==> src/rtl/fwd_pkg.sv <==
// Shared types and constants for the forwarding/hazard tracker.
// The rd field is sized for the widest supported register address; narrower addresses are zero-extended.
package fwd_pkg;

  localparam int FWD_RD_W        = 8;
  localparam int FWD_SEL_REGFILE = 0;

  typedef struct packed {
    logic                valid;
    logic [FWD_RD_W-1:0] rd;
    logic                is_load;
  } fwd_entry_t;

endpackage

==> src/rtl/fwd_match.sv <==
// Priority match of one source address against the in-flight entries; youngest match wins.
module fwd_match import fwd_pkg::*; #(
  parameter int DEPTH = 3,
  parameter int REG_W = 5,
  parameter int SEL_W = 2
) (
  input  fwd_entry_t       entries [DEPTH],
  input  logic [REG_W-1:0] rs_addr,
  output logic [SEL_W-1:0] sel
);

  // Scan oldest to youngest so the youngest match overwrites older ones.
  always_comb begin
    sel = SEL_W'(FWD_SEL_REGFILE);
    if (rs_addr != '0) begin
      for (int k = DEPTH - 1; k >= 0; k--) begin
        if (entries[k].valid && entries[k].rd == FWD_RD_W'(rs_addr)) begin
          sel = SEL_W'(k + 1);
        end
      end
    end
  end

endmodule

==> src/rtl/fwd_tracker.sv <==
// Forwarding and load-use hazard tracker: records destination registers of in-flight
// instructions and reports, per source port, which stage supplies the operand.
module fwd_tracker import fwd_pkg::*; #(
  parameter  int DEPTH        = 3,
  parameter  int NUM_RD       = 2,
  parameter  int REG_W        = 5,
  parameter  int FLUSH_STAGES = 1,
  localparam int SEL_W        = $clog2(DEPTH + 1)
) (
  input  logic                          clk,
  input  logic                          rst_n,
  input  logic                          stall,
  input  logic                          flush,
  input  logic                          issue_valid,
  input  logic                          issue_regwrite,
  input  logic                          issue_is_load,
  input  logic [REG_W-1:0]              issue_rd,
  input  logic [NUM_RD-1:0][REG_W-1:0]  rs_addr,
  input  logic [NUM_RD-1:0]             rs_used,
  output logic [NUM_RD-1:0][SEL_W-1:0]  fwd_sel,
  output logic                          load_use_hazard,
  output logic [SEL_W-1:0]              inflight_count
);

  if (REG_W > FWD_RD_W) begin : g_reg_w_check
    $error("fwd_tracker: REG_W exceeds fwd_pkg::FWD_RD_W");
  end

  fwd_entry_t       entries      [DEPTH];
  fwd_entry_t       entries_next [DEPTH];
  logic [SEL_W-1:0] count_next;

  // Flush beats stall; a flushed edge still advances the pipe but inserts only bubbles.
  always_comb begin
    for (int k = 0; k < DEPTH; k++) begin
      entries_next[k] = entries[k];
    end
    if (flush) begin
      for (int k = DEPTH - 1; k > 0; k--) begin
        entries_next[k] = entries[k-1];
      end
      entries_next[0] = '0;
      for (int k = 0; k < DEPTH; k++) begin
        if (k < FLUSH_STAGES) begin
          entries_next[k].valid = 1'b0;
        end
      end
    end else if (!stall) begin
      for (int k = DEPTH - 1; k > 0; k--) begin
        entries_next[k] = entries[k-1];
      end
      entries_next[0].valid   = issue_valid && issue_regwrite && (issue_rd != '0);
      entries_next[0].rd      = FWD_RD_W'(issue_rd);
      entries_next[0].is_load = issue_is_load;
    end
  end

  always_comb begin
    count_next = '0;
    for (int k = 0; k < DEPTH; k++) begin
      if (entries_next[k].valid) begin
        count_next = count_next + SEL_W'(1);
      end
    end
  end

  always_ff @(posedge clk or negedge rst_n) begin
    if (!rst_n) begin
      entries        <= '{default: '0};
      inflight_count <= '0;
    end else begin
      entries        <= entries_next;
      inflight_count <= count_next;
    end
  end

  for (genvar i = 0; i < NUM_RD; i++) begin : g_match
    fwd_match #(
      .DEPTH (DEPTH),
      .REG_W (REG_W),
      .SEL_W (SEL_W)
    ) u_match (
      .entries (entries),
      .rs_addr (rs_addr[i]),
      .sel     (fwd_sel[i])
    );
  end

  // Only the youngest entry can hold load data that is not yet forwardable.
  always_comb begin
    load_use_hazard = 1'b0;
    for (int i = 0; i < NUM_RD; i++) begin
      if (rs_used[i] && rs_addr[i] != '0 && entries[0].valid && entries[0].is_load &&
          entries[0].rd == FWD_RD_W'(rs_addr[i])) begin
        load_use_hazard = 1'b1;
      end
    end
  end

endmodule

==> config.mk <==
export PLATFORM = sky130hd
export DESIGN_NAME = fwd_tracker
export DESIGN_NICKNAME = d
export VERILOG_FILES = /design/src/rtl/fwd_pkg.sv /design/src/rtl/fwd_match.sv /design/src/rtl/fwd_tracker.sv
export SDC_FILE = /design/constraint.sdc
export NUM_CORES = 1
export LEC_CHECK = 0
export CORE_ASPECT_RATIO = 1.5
export CORE_UTILIZATION = 48
export CTS_BUF_LIST = sky130_fd_sc_hd__clkbuf_16
export CTS_CLUSTER_SIZE = 24
export DETAILED_ROUTE_END_ITERATION = 16
export DONT_BUFFER_PORTS = 1
export GPL_TIMING_DRIVEN = 0
export PLACE_DENSITY = 0.66
export SYNTH_ARGS = -nofsm -noshare
export SYNTH_HDL_FRONTEND = slang
export SYNTH_SLANG_ARGS = --single-unit
export TNS_END_PERCENT = 1
==> constraint.sdc <==
create_clock -name clk -period 3.19 [get_ports clk]
set_input_delay 0.638 -clock clk [delete_from_list [all_inputs] [get_ports clk]]
set_output_delay 0.638 -clock clk [all_outputs]
set_load 0.02 [all_outputs]
== Yosys cells after proc, flatten, opt, wreduce, memory -nomap -nowiden ==
Index checks and enable logic that the tools add are counted.
Widths: inputs -> output; s select.
Storage, ports and cells
  output and inout port bits: 7
  register bits after elaboration: 31
Cells by class
  reduce and logical (&&, ||, !) cells: 19
  $add $sub $neg: 2
  equal/unequal tests: 7
  muxes and demuxes: 15
Operator list (number)
  $mux 30: 2
  $eq 8x5->1: 6
  $mux 2: 10
  $logic_and 1x1->1: 16
  $reduce_bool 5->1: 3
  $add 2x1->2 const B: 2
  $mux 1: 3
  $ne 2x1->1 const B: 1

== Longest topological paths before layout ==
Gate-level depths: netlist of the first run.
  depth after elaboration: 9
  mapped depth: 7

== Cells and area by module ==
A second synthesis of the first run with hierarchy kept.
Second synthesis, totals
  cells, all modules: 156
  area, all modules: 1675.4 µm²
By module, submodules not included
  fwd_tracker: area each 1174.9 µm², cells each 92, instances 1, sequential area each 625.6 µm²
  fwd_match: area each 250.2 µm², cells each 32, instances 2, sequential area each 0.0 µm²

== Worst setup path before layout of the first run ==
Ideal clock, no wire load.
  kind: input to output
  start: in rs_addr[4] (netlist name)
  end: out fwd_sel[1] (netlist name)
  data arrival time: 1.589 ns
  stages: 4
  path slack: 0.963 ns
  cells stage by stage: xor2_1 > nor4_2 > nand3_1 > a221oi_2
RTL lines
  start: declaration: line fwd_tracker.sv:18  | input logic [NUM_RD-1:0][REG_W-1:0] rs_addr,
  end: declaration: line fwd_tracker.sv:20  | output logic [NUM_RD-1:0][SEL_W-1:0] fwd_sel,

==> reports/qor.txt, run 1 <==
PortBufs -> 0
Worst setup endpoint -> fwd_sel[3]
Combinational Power Share -> 0.132
top cell type's share of synthesized area -> 0.399
Mapped Cells -> 130
Global Route Usage Sum -> 0.196
net switching power -> 0.000161 W
synthesized flop and latch total -> 23
Critical R2R Capture -> inflight_count[0]
synth top area cells -> dfrtp_1 40%, xor2_1 13%, mux2_2 9.4%
# setup viols final -> 0
via/cell ratio -> 5.54
total stage count of the critical path -> 4
hold crit path type -> input pin to asynchronous set/reset pin
post-DP HPWL -> 2.23 mm
CTS tree -> yes
share of cells above drive strength 1 -> 0.224
worst setup path start -> entries[14]
first-iteration detailed-routing DRC count -> 2
Crit path buffers/inverters -> 0
Async S/R FF share, synth -> 1.00
first-pass GRT wire length -> 4.60 mm
total power after layout -> 0.000690 W
Worst setup SP type -> flip-flop
Worst path max stage delay -> 0.48 ns
ANT nets after route -> 0
die area -> 3240 sq um
CTS Sinks -> 23
Worst Reg-to-Reg Cells -> 4
setup TNS -> 0 ns
max cap viols -> 0
worst-skew pair later-pin latency -> 0.25 ns
hold buffer count at cts -> 0
clock skew -> 0.00208 ns
final hold slack -> 0.0759 ns
GRT overflow -> 0
power per cell area -> 439 nW/um^2
Post-Syn Nets -> 156
via count of the routed design -> 959
Static Leak -> 0.723 nW
Area Overhead vs Synth -> 8.84%
Core Region -> 2880 sq um
outcome -> complete, no violations
sequential power share -> 0.486
Post-CTS Setup Bufs -> 0
critical path endpoint category -> output pin
die width -> 46.8 um
Final Max Slew Viols -> 0
most used flip-flop cell after synthesis -> dfrtp_1
Final nets -> 161
final period utilization -> 0.779
Initial Utilization -> 0.501
placed inst area -> 1490 sq um
final instance area -> 1570 sq um
R2R Path Start -> entries[29]
CP delay by family, top -> simple AND/OR/NAND/NOR gates
top cell type by total area after synthesis -> dfrtp_1
FF-to-FF setup slack -> 1.95 ns
DRC viols -> 0
H-tree Lvls -> 1
die extent in y -> 69.2 um
slowest CP cell -> a221oi_2
worst vdd ir -> 0.259 mV
row cnt -> 24
number of synthesized flops with an enable pin -> 0
RSZ-0062 raised after global routing -> false
worst path required time -> 2.55 ns
Least-Margin Pin Slew -> 0.346 ns
Seq/Total Area, Yosys -> 0.399
final hold vios -> 0
gpl congestion -> 0.845
clk slew on worst S/H paths -> 0.06 ns
Synth cell types -> 29
worst path cell trace -> xor2_1 -> nor4_1 -> nand3_1 -> a221oi_2
critical path class -> flip-flop to output pin
Top Ports -> 31
largest net degree at the start of global routing -> 24
Inserted Clock Buffers -> 3
internal power -> 0.000528 W
Syn. warnings -> 0
critical path peak fanout -> 4
Slew Limit Headroom -> 0.768
Post-Syn Area -> 1440 sq um
initial antenna violation count -> 0
Ant. Diodes -> 0
CTS root buf -> clkbuf_16
Initial DRT Pass Iterations -> 2
Net Sw Frac -> 0.234
total wire length -> 2.81 mm
vias in the first global route -> 1,040
power share of the clock group -> 0.382
CTS max path bufs -> 2
Wirelength per Cell -> 16.2 um
syn_area_per_cell -> 11.1 sq um
Fill cells -> 268
Final min period -> 2.48 ns
cts repair resizes -> 0
Arrival @ worst endpoint -> 1.85 ns
Max Freq -> 403 MHz
[registers in the layout, summed over array words and instances, names as in the netlist]
signal          count
inflight_count      2
entries            21
[per-layer routing]
| layer | up-vias | routed length (um) | track usage |
|---|---|---|---|
| met5 | - | 0 | 0 |
| met4 | 0 | 36 | 0.0762 |
| met3 | 4 | 134 | 0.0286 |
| met2 | 32 | 1510 | 0.330 |
| met1 | 467 | 1130 | 0.240 |
| li1 | 456 | - | - |
[layout make-up]
type                    count  area [sq um]  area share
multi-input cells         100           816       0.519
well taps                  39          48.8      0.0311
flip-flops and latches     23           576       0.366
clock buffers               3          75.1      0.0478
inverters                   3          11.3     0.00717
clock inverters             1          3.75     0.00239
plain buffers               4          41.3      0.0263
[worst min-delay path by stage]
stage	start	endpoint	slack, ns	depth (start not counted)
5_1_grt	rst_n	inflight_count[0]	0.07	0
6_report	rst_n	inflight_count[0]	0.08	0
2_1_floorplan	rst_n	entries[11]	0.34	0
4_1_cts	rst_n	inflight_count[0]	0.07	0
3_3_place_gp	rst_n	inflight_count[0]	0.34	0
3_5_place_dp	rst_n	inflight_count[0]	0.34	0
[Yosys cell counts, drive strengths merged (2+ instances only)]
master and number:
nand2 7, xor2 22, ha 2, nand2b 2, a221oi 2, dfrtp 23, o21ai 2, xnor2 9
nand4 2, nor3 4, buf 4, inv 3, a22o 2, nor2 12, mux2 12, and3 3
nand3 2, mux2i 7, nor4 4
[cells in the final DEF (no fill, tap or decap), types with 4 or more instances in the layout]
| master | count |
|---|---|
| nor3_2 | 4 |
| xnor2_1 | 9 |
| dfrtp_1 | 23 |
| mux2i_1 | 6 |
| xor2_1 | 22 |
| nor2_1 | 12 |
| mux2_2 | 12 |
| nand2_1 | 7 |
| inv_1 | 4 |
[worst register-to-register path: cells and delay by family, from the launching register on]
family | cells | cell delay, ns
DFF | 1 | 0.41
adders and majority gates | 1 | 0.22
buffers and inverters | 1 | 0.06
muxes | 1 | 0.30
xor gates and xnor gates | 1 | 0.13
[metrics by stage]
step	setup slack, ns	utilization	instances
2_1_floorplan	0.963	-	130
3_3_place_gp	0.755	0.518	169
3_5_place_dp	0.770	0.518	169
4_1_cts	0.676	0.545	173
5_1_grt	0.605	0.545	173
6_report	0.707	0.545	173
[kinds of logic (layout without fill, tap and decap cells)]
family / after synthesis / in the layout / share of synthesized area
and+or+nand+nor: 39 / 39 / 0.159
xor gates and xnor gates: 31 / 31 / 0.188
DFF: 23 / 23 / 0.399
muxes: 19 / 19 / 0.145
AOI/OAI and AO/OA: 9 / 9 / 0.0563
buffers and inverters: 7 / 11 / 0.0364
adders and majority gates: 2 / 2 / 0.0173
[power groups by stage]
stage                     Sequential [W]  Clock [W]  Combinational, W
after floorplan                 0.000334          0         0.0000811
after global placement          0.000340          0         0.0000883
after detailed placement        0.000341          0         0.0000921
after CTS                       0.000336   0.000269         0.0000927
after global routing            0.000338   0.000283          0.000101
final                           0.000335   0.000263         0.0000911
No activity file was read; power rests on OpenSTA's default activity.
==> run 2: changes to the inputs <==
==> constraint.sdc (replaced) <==
create_clock -name clk -period 2.6 [get_ports clk]
set_input_delay 0.52 -clock clk [delete_from_list [all_inputs] [get_ports clk]]
set_output_delay 0.52 -clock clk [all_outputs]
set_load 0.02 [all_outputs]
==> reports/qor.txt, run 2 (same netlist as run 1, synthesis figures left out) <==
outcome -> complete, no violations
die extent in y -> 69.2 um
worst-skew pair later-pin latency -> 0.25 ns
gpl congestion -> 0.845
Post-CTS Setup Bufs -> 0
final hold vios -> 0
Core Util, Final -> 0.549
Worst path max stage delay -> 0.48 ns
Largest register FFs -> 21
vias in the first global route -> 1,043
Static Leak -> 0.728 nW
clock skew -> 0.00210 ns
PortBufs -> 0
power share of the clock group -> 0.379
critical path peak fanout -> 4
CTS tree -> yes
most frequent cells in the layout -> 23 x dfrtp_1, 22 x xor2_1, 12 x nor2_1, 12 x mux2_2, 9 x xnor2_1
DRC viols -> 0
Top reg by flops -> entries
commonest non-fill, non-tap cell in the layout -> dfrtp_1
Top Ports -> 31
Crit path buffers/inverters -> 0
clk slew on worst S/H paths -> 0.06 ns
CTS max path bufs -> 2
CTS root buf -> clkbuf_16
Max Freq -> 423 MHz
CTS Sinks -> 23
Setup WS post-layout -> 0.236 ns
final period utilization -> 0.909
share of cells above drive strength 1 -> 0.222
post-DP HPWL -> 2.23 mm
CP delay by family, top -> simple AND/OR/NAND/NOR gates
biggest regs -> entries x21, inflight_count x2
Final Max Slew Viols -> 0
Slew Limit Headroom -> 0.327
Least-Margin Pin Slew -> 1.01 ns
Inserted Clock Buffers -> 3
H-tree Lvls -> 1
hold crit path type -> input pin to flip-flop
footprint of the multi-input gates -> 816 sq um
Initial DRT Pass Iterations -> 2
Fill cells -> 267
ANT nets after route -> 0
RSZ-0062 raised after global routing -> false
largest net degree at the start of global routing -> 24
slowest CP cell -> a221oi_2
cts repair resizes -> 0
initial antenna violation count -> 0
via count of the routed design -> 965
Global Route Usage Sum -> 0.196
Arrival @ worst endpoint -> 1.84 ns
pre-CTS setup slack -> 0.416 ns
row cnt -> 24
Final min period -> 2.36 ns
power per cell area -> 540 nW/um^2
max cap viols -> 0
first-pass GRT wire length -> 4.60 mm
die width -> 46.8 um
first-iteration detailed-routing DRC count -> 2
worst vdd ir -> 0.318 mV
Combinational Power Share -> 0.140
Core Region -> 2880 sq um
critical path class -> flip-flop to output pin
Initial Utilization -> 0.501
setup TNS -> 0 ns
critical path endpoint category -> output pin
net switching power -> 0.000204 W
Wirelength per Cell -> 16.2 um
# setup viols final -> 0
final instance area -> 1580 sq um
Area Overhead vs Synth -> 9.53%
internal power -> 0.000649 W
Ant. Diodes -> 0
via/cell ratio -> 5.55
sequential power share -> 0.482
die area -> 3240 sq um
Worst setup SP type -> flip-flop
total wire length -> 2.81 mm
GRT overflow -> 0
worst path cell trace -> xor2_1 -> nor4_1 -> nand3_1 -> a221oi_2
worst path required time -> 2.08 ns
Final nets -> 162
Net Sw Frac -> 0.240
placed inst area -> 1490 sq um
register area -> 576 sq um
-- run 2: cell types whose count changed in the layout (fill, tap and decap cells not counted) --
cell           previous run  this run
dlygate4sd3_1             0         1
-- run 2: worst paths after layout --
check	startpoint	endpoint	slack [ns]	cells past startpoint
worst max-delay path	entries[14]	fwd_sel[3]	0.24	4
worst min-delay path	issue_rd[2]	entries[23]	0.42	2
worst max register to register	entries[29]	inflight_count[0]	1.36	4
worst min register to register	entries[7]	entries[7]	0.51	1
max in group asynchronous	rst_n	entries[1]	1.10	1
min in group asynchronous	rst_n	inflight_count[0]	0.89	1
-- run 2: stage by stage --
step | hold slack, ns | std cells | total power, W
floorplan | 0.224 | 130 | 0.000509
global placement | 0.225 | 169 | 0.000525
detailed placement | 0.225 | 169 | 0.000531
CTS | 0.424 | 174 | 0.000863
global route | 0.425 | 174 | 0.000896
finish | 0.423 | 174 | 0.000854
-- run 2: routing by layer --
metal,track usage,share of wire
met1,0.238,0.40
met2,0.332,0.54
met3,0.0286,0.047
met4,0.0762,0.013
met5,0,0
-- run 2: layout make-up --
| class | count | area share |
|---|---|---|
| Tap cell | 39 | 0.0309 |
| Buffer | 4 | 0.0261 |
| Clock buffer | 3 | 0.0475 |
| Clock inverter | 1 | 0.00237 |
| Sequential cell | 23 | 0.364 |
| Timing Repair Buffer | 1 | 0.00633 |
| Multi-Input combinational cell | 100 | 0.516 |
| Inverter | 3 | 0.00712 |
-- run 2: worst register-to-register path: stages, from the launching register on --
cell and delay (ns):
dfrtp_1 0.41, mux2_2 0.30, inv_1 0.06, ha_1 0.22, xnor2_1 0.13
-- run 2: what timing repair did --
action	in CTS	in global routing
hold buffers	1	0
endpoints found under the setup margin	0	0
endpoints found under the hold margin	23	0
-- run 2: power groups by stage --
stage / clock network, W / logic (W) / registers [W]
6_report: 0.000323 / 0.000119 / 0.000411
5_1_grt: 0.000347 / 0.000134 / 0.000415
4_1_cts: 0.000330 / 0.000122 / 0.000412
3_5_place_dp: 0 / 0.000113 / 0.000418
3_3_place_gp: 0 / 0.000108 / 0.000417
2_1_floorplan: 0 / 0.0000995 / 0.000410
==> run 3: changes to the inputs <==
--- a/config.mk
+++ b/config.mk
@@ -6,6 +6,7 @@
 export NUM_CORES = 1
 export LEC_CHECK = 0
 export CORE_ASPECT_RATIO = 1.5
+export CORE_MARGIN = 3
 export CORE_UTILIZATION = 48
 export CTS_BUF_LIST = sky130_fd_sc_hd__clkbuf_16
 export CTS_CLUSTER_SIZE = 24
==> constraint.sdc (replaced) <==
create_clock -name clk -period 2.7 [get_ports clk]
set_input_delay 0.54 -clock clk [delete_from_list [all_inputs] [get_ports clk]]
set_output_delay 0.54 -clock clk [all_outputs]
set_load 0.02 [all_outputs]
==> reports/qor.txt, run 3 (same netlist as run 1, synthesis figures left out) <==
Initial Utilization -> 0.523
first-pass GRT wire length -> 4.87 mm
via/cell ratio -> 5.53
Slew Limit Headroom -> 0.336
Initial DRT Pass Iterations -> 2
Core Region -> 2760 sq um
critical path peak fanout -> 4
CTS tree -> yes
clock skew -> 0.00191 ns
Static Leak -> 0.728 nW
footprint of the multi-input gates -> 816 sq um
outcome -> complete, no violations
PortBufs -> 0
critical path class -> flip-flop to output pin
Worst setup SP type -> flip-flop
via count of the routed design -> 952
vias in the first global route -> 1,086
Largest register FFs -> 21
worst-skew pair later-pin latency -> 0.25 ns
Final min period -> 2.42 ns
most frequent cells in the layout -> 23 x dfrtp_1, 22 x xor2_1, 12 x nor2_1, 12 x mux2_2, 9 x xnor2_1
Top Ports -> 31
Least-Margin Pin Slew -> 0.992 ns
register area -> 576 sq um
M1 WL -> 1.20 mm
met3 wire length -> 136 um
Arrival @ worst endpoint -> 1.88 ns
placed inst area -> 1490 sq um
ANT nets after route -> 0
Final Max Slew Viols -> 0
share of cells above drive strength 1 -> 0.222
top layer in use -> met4
Setup WS post-layout -> 0.283 ns
worst vdd ir -> 0.344 mV
CTS root buf -> clkbuf_16
Post-CTS Setup Bufs -> 0
final hold vios -> 0
Fill cells -> 265
RSZ-0062 raised after global routing -> false
power per cell area -> 518 nW/um^2
final period utilization -> 0.895
critical path endpoint category -> output pin
worst path required time -> 2.16 ns
pre-CTS setup slack -> 0.415 ns
total power after layout -> 0.000818 W
hold buffer count at cts -> 1
Final nets -> 162
DR WL met2 -> 1.43 mm
commonest non-fill, non-tap cell in the layout -> dfrtp_1
setup TNS -> 0 ns
Worst path max stage delay -> 0.49 ns
first-iteration detailed-routing DRC count -> 11
slowest CP cell -> a221oi_2
Global Route Usage Sum -> 0.173
total wire length -> 2.81 mm
Wirelength per Cell -> 16.3 um
Top reg by flops -> entries
cts repair resizes -> 0
biggest regs -> entries x21, inflight_count x2
DRC viols -> 0
largest net degree at the start of global routing -> 24
clk slew on worst S/H paths -> 0.06 ns
Max Freq -> 414 MHz
gpl congestion -> 0.704
initial antenna violation count -> 0
die extent in y -> 73.2 um
# setup viols final -> 0
H-tree Lvls -> 1
die width -> 50.8 um
GRT overflow -> 0
Area Overhead vs Synth -> 9.36%
Ant. Diodes -> 0
CTS max path bufs -> 2
post-DP HPWL -> 2.27 mm
max cap viols -> 0
CTS Sinks -> 23
final instance area -> 1580 sq um
row cnt -> 23
worst path cell trace -> xor2_1 -> nor4_1 -> nand3_1 -> a221oi_2
Inserted Clock Buffers -> 3
die area -> 3720 sq um
Core Util, Final -> 0.572
hold crit path type -> input pin to flip-flop
[run 3: worst max-delay path, delay by kind of cell, from the launching register on]
kind             cells  cell delay [ns]
AO/OA/AOI/OAI        1             0.49
XOR/XNOR             1             0.18
flip-flops           1             0.42
AND/OR/NAND/NOR      2             0.54
[run 3: cell type report]
class	count	share of cell area
Timing Repair Buffer	1	0.00634
Inverter	3	0.00713
Buffer	4	0.0261
Clock inverter	1	0.00238
Clock buffer	3	0.0475
Multi-Input combinational cell	100	0.517
Sequential cell	23	0.365
Tap cell	37	0.0293
[run 3: path summary, 6_finish.rpt]
| kind | slack (ns) | to | start | cells after the start |
|---|---|---|---|---|
| setup / recovery | 0.28 | fwd_sel[3] | entries[14] | 4 |
| hold / removal | 0.44 | entries[20] | issue_is_load | 2 |
| setup reg to reg | 1.45 | inflight_count[0] | entries[29] | 4 |
| hold reg to reg | 0.50 | entries[7] | entries[7] | 1 |
| max in group asynchronous | 1.19 | entries[14] | rst_n | 1 |
| min in group asynchronous | 0.90 | inflight_count[1] | rst_n | 1 |
[run 3: report_power, final]
group          internal [W]  switching, W  total (W)
registers          0.000367     0.0000295   0.000396
logic             0.0000609     0.0000540   0.000115
clock network      0.000197      0.000109   0.000306
[run 3: through the flow]
| stage | hold WS, ns | cells |
|---|---|---|
| 3_3_place_gp | 0.245 | 167 |
| 4_1_cts | 0.443 | 172 |
| 2_1_floorplan | 0.244 | 130 |
| 6_report | 0.442 | 172 |
| 3_5_place_dp | 0.245 | 167 |
| 5_1_grt | 0.463 | 172 |
[run 3: layer usage]
| metal | up-vias | global-route usage |
|---|---|---|
| met4 | 0 | 0.0629 |
| met3 | 4 | 0.0266 |
| met1 | 455 | 0.205 |
| met5 | - | 0 |
| li1 | 459 | - |
| met2 | 34 | 0.313 |
